$ cat src/rtl/mem_access.sv
// mem_access: memory-access pipeline stage between execute and writeback.
// Registers execute outputs (M), runs LDR/STR word/byte over a req/ack
// handshake with a bounded wait, and produces the writeback triple.
// Ports:
//   clk_i, reset_i      clock, synchronous active-low reset
//   inst_i..valid_i     execute outputs captured into M when not stalled
//   stall_o             hold execute while an access is outstanding
//   mem_*               data memory request/response
//   wb_*, valid_o,
//   inst_o              registered writeback outputs
//   err_o               sticky access-timeout flag
module mem_access #(
    parameter int MAX_WAIT = 16
) (
    input  logic        clk_i,
    input  logic        reset_i,
    input  logic [31:0] inst_i,
    input  logic [31:0] alu_data_i,
    input  logic [31:0] rd_data_i,
    input  logic [3:0]  rd_addr_i,
    input  logic        do_write_i,
    input  logic        valid_i,
    output logic        stall_o,
    output logic        mem_req_o,
    output logic        mem_we_o,
    output logic [31:0] mem_addr_o,
    output logic [31:0] mem_wdata_o,
    output logic [3:0]  mem_be_o,
    input  logic [31:0] mem_rdata_i,
    input  logic        mem_ack_i,
    output logic [31:0] wb_data_o,
    output logic [3:0]  wb_addr_o,
    output logic        wb_en_o,
    output logic        valid_o,
    output logic [31:0] inst_o,
    output logic        err_o
);

    localparam int CW = $clog2(MAX_WAIT + 1);

    typedef enum logic {
        IDLE   = 1'b0,
        ACCESS = 1'b1
    } state_t;

    state_t        state_q, state_d;
    logic [CW-1:0] cnt_q, cnt_d;

    logic [31:0] m_inst_q;
    logic [31:0] m_alu_q;
    logic [31:0] m_rdd_q;
    logic [3:0]  m_rda_q;
    logic        m_dw_q;
    logic        m_valid_q;

    logic [31:0] wb_data_q;
    logic [3:0]  wb_addr_q;
    logic        wb_en_q;
    logic        valid_q;
    logic [31:0] inst_q;
    logic        err_q;

    logic        access;
    logic        is_mem;
    logic        is_load;
    logic        is_byte;
    logic [1:0]  lane;
    logic        abort;
    logic        stall;
    logic        complete;
    logic        in_is_mem;
    logic [5:0]  sh;
    logic [31:0] load_word;
    logic [31:0] load_data;
    logic [31:0] wb_data_d;
    logic        wb_en_d;

    assign access    = (state_q == ACCESS);
    assign is_mem    = m_valid_q && (m_inst_q[27:26] == 2'b01);
    assign is_load   = m_inst_q[20];
    assign is_byte   = m_inst_q[22];
    assign lane      = m_alu_q[1:0];
    assign in_is_mem = valid_i && (inst_i[27:26] == 2'b01);

    assign abort    = access && !mem_ack_i && (cnt_q == CW'(MAX_WAIT - 1));
    assign stall    = access && !mem_ack_i && !abort;
    // M retires whenever execute is allowed to advance.
    assign complete = !stall;

    // Unaligned word load: rotate right by the byte lane.
    // A shift by 32 yields zero, so lane 0 passes through unrotated.
    assign sh        = {1'b0, lane, 3'b000};
    assign load_word = (mem_rdata_i >> sh) | (mem_rdata_i << (6'd32 - sh));
    assign load_data = is_byte ? {24'b0, mem_rdata_i[{lane, 3'b000} +: 8]}
                               : load_word;

    assign wb_en_d   = m_valid_q && m_dw_q && !(is_mem && !is_load) && !abort;
    assign wb_data_d = (is_mem && is_load) ? load_data : m_alu_q;

    always_comb begin
        state_d = state_q;
        cnt_d   = cnt_q;
        if (complete) begin
            state_d = in_is_mem ? ACCESS : IDLE;
            cnt_d   = '0;
        end else begin
            cnt_d = cnt_q + 1'b1;
        end
    end

    always_ff @(posedge clk_i) begin
        if (!reset_i) begin
            state_q   <= IDLE;
            cnt_q     <= '0;
            m_inst_q  <= '0;
            m_alu_q   <= '0;
            m_rdd_q   <= '0;
            m_rda_q   <= '0;
            m_dw_q    <= 1'b0;
            m_valid_q <= 1'b0;
            wb_data_q <= '0;
            wb_addr_q <= '0;
            wb_en_q   <= 1'b0;
            valid_q   <= 1'b0;
            inst_q    <= '0;
            err_q     <= 1'b0;
        end else begin
            state_q <= state_d;
            cnt_q   <= cnt_d;
            if (complete) begin
                m_inst_q  <= inst_i;
                m_alu_q   <= alu_data_i;
                m_rdd_q   <= rd_data_i;
                m_rda_q   <= rd_addr_i;
                m_dw_q    <= do_write_i;
                m_valid_q <= valid_i;
                wb_data_q <= wb_data_d;
                wb_addr_q <= m_rda_q;
                wb_en_q   <= wb_en_d;
                valid_q   <= m_valid_q;
                inst_q    <= m_inst_q;
            end
            if (abort) begin
                err_q <= 1'b1;
            end
        end
    end

    assign stall_o     = stall;
    assign mem_req_o   = access;
    assign mem_we_o    = access && !is_load;
    assign mem_addr_o  = access ? {m_alu_q[31:2], 2'b00} : 32'b0;
    assign mem_be_o    = !access ? 4'b0000
                       : is_byte ? (4'b0001 << lane)
                       : 4'b1111;
    assign mem_wdata_o = !access ? 32'b0
                       : is_byte ? {4{m_rdd_q[7:0]}}
                       : m_rdd_q;

    assign wb_data_o = wb_data_q;
    assign wb_addr_o = wb_addr_q;
    assign wb_en_o   = wb_en_q;
    assign valid_o   = valid_q;
    assign inst_o    = inst_q;
    assign err_o     = err_q;

endmodule

$ cat config.mk
export PLATFORM = sky130hd
export DESIGN_NAME = mem_access
export DESIGN_NICKNAME = d
export VERILOG_FILES = /design/src/rtl/mem_access.sv
export SDC_FILE = /design/constraint.sdc
export NUM_CORES = 1
export LEC_CHECK = 0
export CAP_MARGIN = 20
export CORE_UTILIZATION = 50
export CTS_CLUSTER_DIAMETER = 60
export DETAILED_ROUTE_END_ITERATION = 6
export PLACE_DENSITY = 0.86
export SYNTH_ARGS = -nofsm -noshare
export SYNTH_HDL_FRONTEND = slang
export SYNTH_SLANG_ARGS = --single-unit
$ cat constraint.sdc
create_clock -name clk_i -period 6.84 [get_ports clk_i]
set_clock_uncertainty 0.2 [all_clocks]
set_input_delay 1.368 -clock clk_i [delete_from_list [all_inputs] [get_ports clk_i]]
set_output_delay 1.368 -clock clk_i [all_outputs]
set_load 0.005 [all_outputs]
==> key figures <==
Floorplanning
  – Chip Width: roughly 130 um
  – Total Die Area: 0.01781 mm^2
  – IO Count: around 280
  – Rows: 47
  – Initial core utilization: 51.75%
  – Die H: 133.5 um
  – Core Box Area: roughly 0.017 mm^2

Power and ir drop
  – Power per cell area: 209.7 mW/mm^2
  – Worst VDD drop: ~180 uV
  – Leak: 4.558 nW

Clock tree
  – Clock slew at reported path FFs: roughly 0.07 ns
  – Post-CTS Setup Bufs: 0
  – Clk sinks: around 180
  – Cts bufs inserted: 17
  – Clk root buf: clkbuf_16
  – Resize count post-CTS: 0
  – Worst-Skew Late Latency: ~0.43 ns
  – # H-tree levels: 4
  – Clock Tree Buf Depth: 2
  – CTS tree: done
  – Hold buffers post-CTS: 0

Placement
  – Post-place setup slack: 2.057 ns
  – IO Port Bufs: ~280
  – Routability congestion estimate: 0.8631
  – # placed instances: about 1,500
  – DP HPWL: about 17 mm

GRT
  – Total grt overflow: 0
  – GRT Util Overall: 28.97%
  – Vias in the first global route: 7,564
  – First-pass GRT wire length: between 40 and 50 mm
  – Initial antenna violation count: 0
  – Largest net degree at the start of global routing: just under 100

Worst setup path
  – Most Frequent Cell on Critical Path: clkdlybuf4s50_1
  – CP arrival: between 3 and 4 ns
  – Crit path max-delay family: buffers and inverters
  – Crit. End Element: output port
  – WP data required: between 5 and 6 ns
  – Launching element type of the critical path: input port
  – Slowest stage cell, crit path: or3b_4
  – WS Path Type: in -> out
  – CP max stage delay: about 0.64 ns
  – Critical-path maximum fanout: 52
  – Critical path cell sequence: clkdlybuf4s50_1, or3b_4, inv_6, clkdlybuf4s50_1
  – Critical path buffer and inverter count: 3

STA
  – F_max: 214.0 MHz
  – Slew @ Worst Pin: around 1.0 ns
  – Final setup vio count: 0
  – Final hold vios: 0
  – Crit share post-route: 68.32%
  – Post-layout min period: around 4.7 ns
  – Setup TNS: 0 ns
  – Slew Limit Fails: 0
  – RSZ-0062 raised after global routing: no
  – Max_slew headroom: a little under a third
  – Hold WS: 0.2462 ns
  – Worst setup margin: 2.167 ns

Synthesis
  – Synth Flop Type: dfxtp_1
  – Distinct cells, synth: 49
  – Post-synth EDFFs: 0
  – FFs w/ async S/R, synth: 0%
  – Post-synthesis cell count: roughly 1,100
  – Sequential share of the synthesized area: 41.47%
  – Synthesized flop and latch total: 179
  – Synth Warn #: 0
  – Synthesized cell area: just under 0.009 mm^2
  – Syn_area_per_cell: 8.107 um^2

Drt
  – Starting DRT DRC Count: 778
  – Routed WL: 26.02 mm
  – Final ANT Viol Nets: 0
  – Vias per cell: between 5 and 6
  – Vias: roughly 8,200
  – DR WL/cell: around 17 um
  – Drt drc: 0
  – Pre-antenna DRT Iters: 6

Finish
  – Multi-input logic area: roughly 0.0046 mm^2
  – Register Area: about 0.0036 mm^2
  – Area growth from synthesis to layout: 38.28%
  – Layout cells sized above 1: 5.097%
  – # fillers: approximately 1,300
  – Ant. Diodes: 0
  – Finished Core Util: between 70% and 80%
  – Final cell count without fillers: about 1,500
  – Final-stage net count: about 1,400

Status
  – Status: finished clean

Min path
  – Worst min path class: reg -> reg

Run
  – Max cap viols: 0
## path summary, 6_finish.rpt
| check | startpoint | end | slack, ns | cells past startpoint |
|---|---|---|---|---|
| max | mem_ack_i | stall_o | 2.17 | 4 |
| min reg2reg | valid_o$_SDFFE_PN0N_ | valid_o$_SDFFE_PN0N_ | 0.25 | 2 |
| max reg2reg | cnt_q[0]$_SDFF_PN0_ | cnt_q[3]$_SDFF_PN0_ | 2.92 | 9 |
| min | valid_o$_SDFFE_PN0N_ | valid_o$_SDFFE_PN0N_ | 0.25 | 2 |
## stage by stage
stage | total power [mW] | instance area (um^2)
5_1_grt | 2.596 | 11950
3_5_place_dp | 1.502 | 11310
6_report | 2.507 | 11950
3_3_place_gp | 1.497 | 11310
4_1_cts | 2.513 | 11920
2_1_floorplan | 1.324 | 8646
## cell usage after synthesis, types with 4 or more instances
cell / number / area (um^2)
o21ai_0: 19 / 95.09
nand2b_1: 32 / 200.2
buf_4: 18 / 135.1
ha_1: 7 / 87.58
buf_2: 11 / 55.05
nand2_1: 290 / 1089
nor2_1: 25 / 93.84
inv_1: 7 / 26.28
clkbuf_1: 52 / 195.2
and2_1: 46 / 287.8
a21boi_1: 140 / 1051
dfxtp_1: 179 / 3583
nand3_1: 9 / 45.04
a21boi_0: 28 / 210.2
buf_1: 6 / 22.52
a21oi_1: 60 / 300.3
o2bb2ai_1: 16 / 140.1
nor3_1: 15 / 75.07
o221ai_1: 14 / 122.6
mux2i_1: 30 / 300.3
o31ai_1: 4 / 30.03
mux2_2: 10 / 112.6
nor2b_1: 5 / 31.28
a211oi_1: 7 / 52.55
a21o_1: 5 / 37.54
## worst register-to-register path, delay by kind of cell, from the launching register on
family	cells	cell delay, ns
fa+ha+maj	2	0.45
flops	1	0.33
buf+inv	3	1.68
simple gates	4	1.21
## where the power goes
part | internal (mW) | switching, mW | leakage (nW)
Combinational | 0.196 | 0.153 | 2.78
Sequential | 1.10 | 0.0387 | 1.48
Clock | 0.557 | 0.464 | 0.298
## flip-flops by register name, summed over array words and instances (netlist names), 4 cells and up
| register | count |
|---|---|
| inst_o | 32 |
| m_alu_q | 32 |
| m_inst_q | 32 |
| m_rdd_q | 32 |
| wb_data_o | 32 |
| cnt_q | 5 |
| m_rda_q | 4 |
| wb_addr_o | 4 |
## per-layer routing
layer / routed length [um] / up-vias / GRT usage (%)
li1: - / 4019 / -
met1: 10820 / 3856 / 37.39
met2: 12540 / 331 / 47.14
met3: 2019 / 43 / 6.773
met4: 646 / 0 / 10.54
met5: 0 / - / 0
## layout by cell type (no fill, tap or decap), types with 10 or more instances in the layout
master | synthesis | layout
o221ai_1 | 14 | 14
nand2_1 | 290 | 290
nor2_1 | 25 | 25
nand2b_1 | 32 | 32
a21boi_0 | 28 | 28
and2_1 | 46 | 46
a21boi_1 | 140 | 140
o21ai_0 | 19 | 19
o2bb2ai_1 | 16 | 16
mux2_2 | 10 | 10
clkdlybuf4s50_1 | 0 | 275
dfxtp_1 | 179 | 177
nor3_1 | 15 | 15
a21oi_1 | 60 | 60
clkbuf_16 | 0 | 17
mux2i_1 | 30 | 30
## kinds of logic after synthesis
group,after synthesis,share of synthesized area (%)
other,1,0.04339
DFF,179,41.47
and+or+nand+nor,434,22.08
adders and majority gates,7,1.013
buffers and inverters,99,5.502
AOI/OAI and AO/OA,304,24.92
xor gates and xnor gates,2,0.2027
muxes,40,4.778
## cell type report
cell class | count | share of cell area [%]
multi-input cells | 789 | 38.40
flip-flops and latches | 179 | 30.01
repair buffers | 286 | 23.83
clock buffers | 17 | 3.560
well taps | 220 | 2.303
clock inverters | 15 | 1.571
inverters | 9 | 0.3246
(Power assumes the default switching activity.)
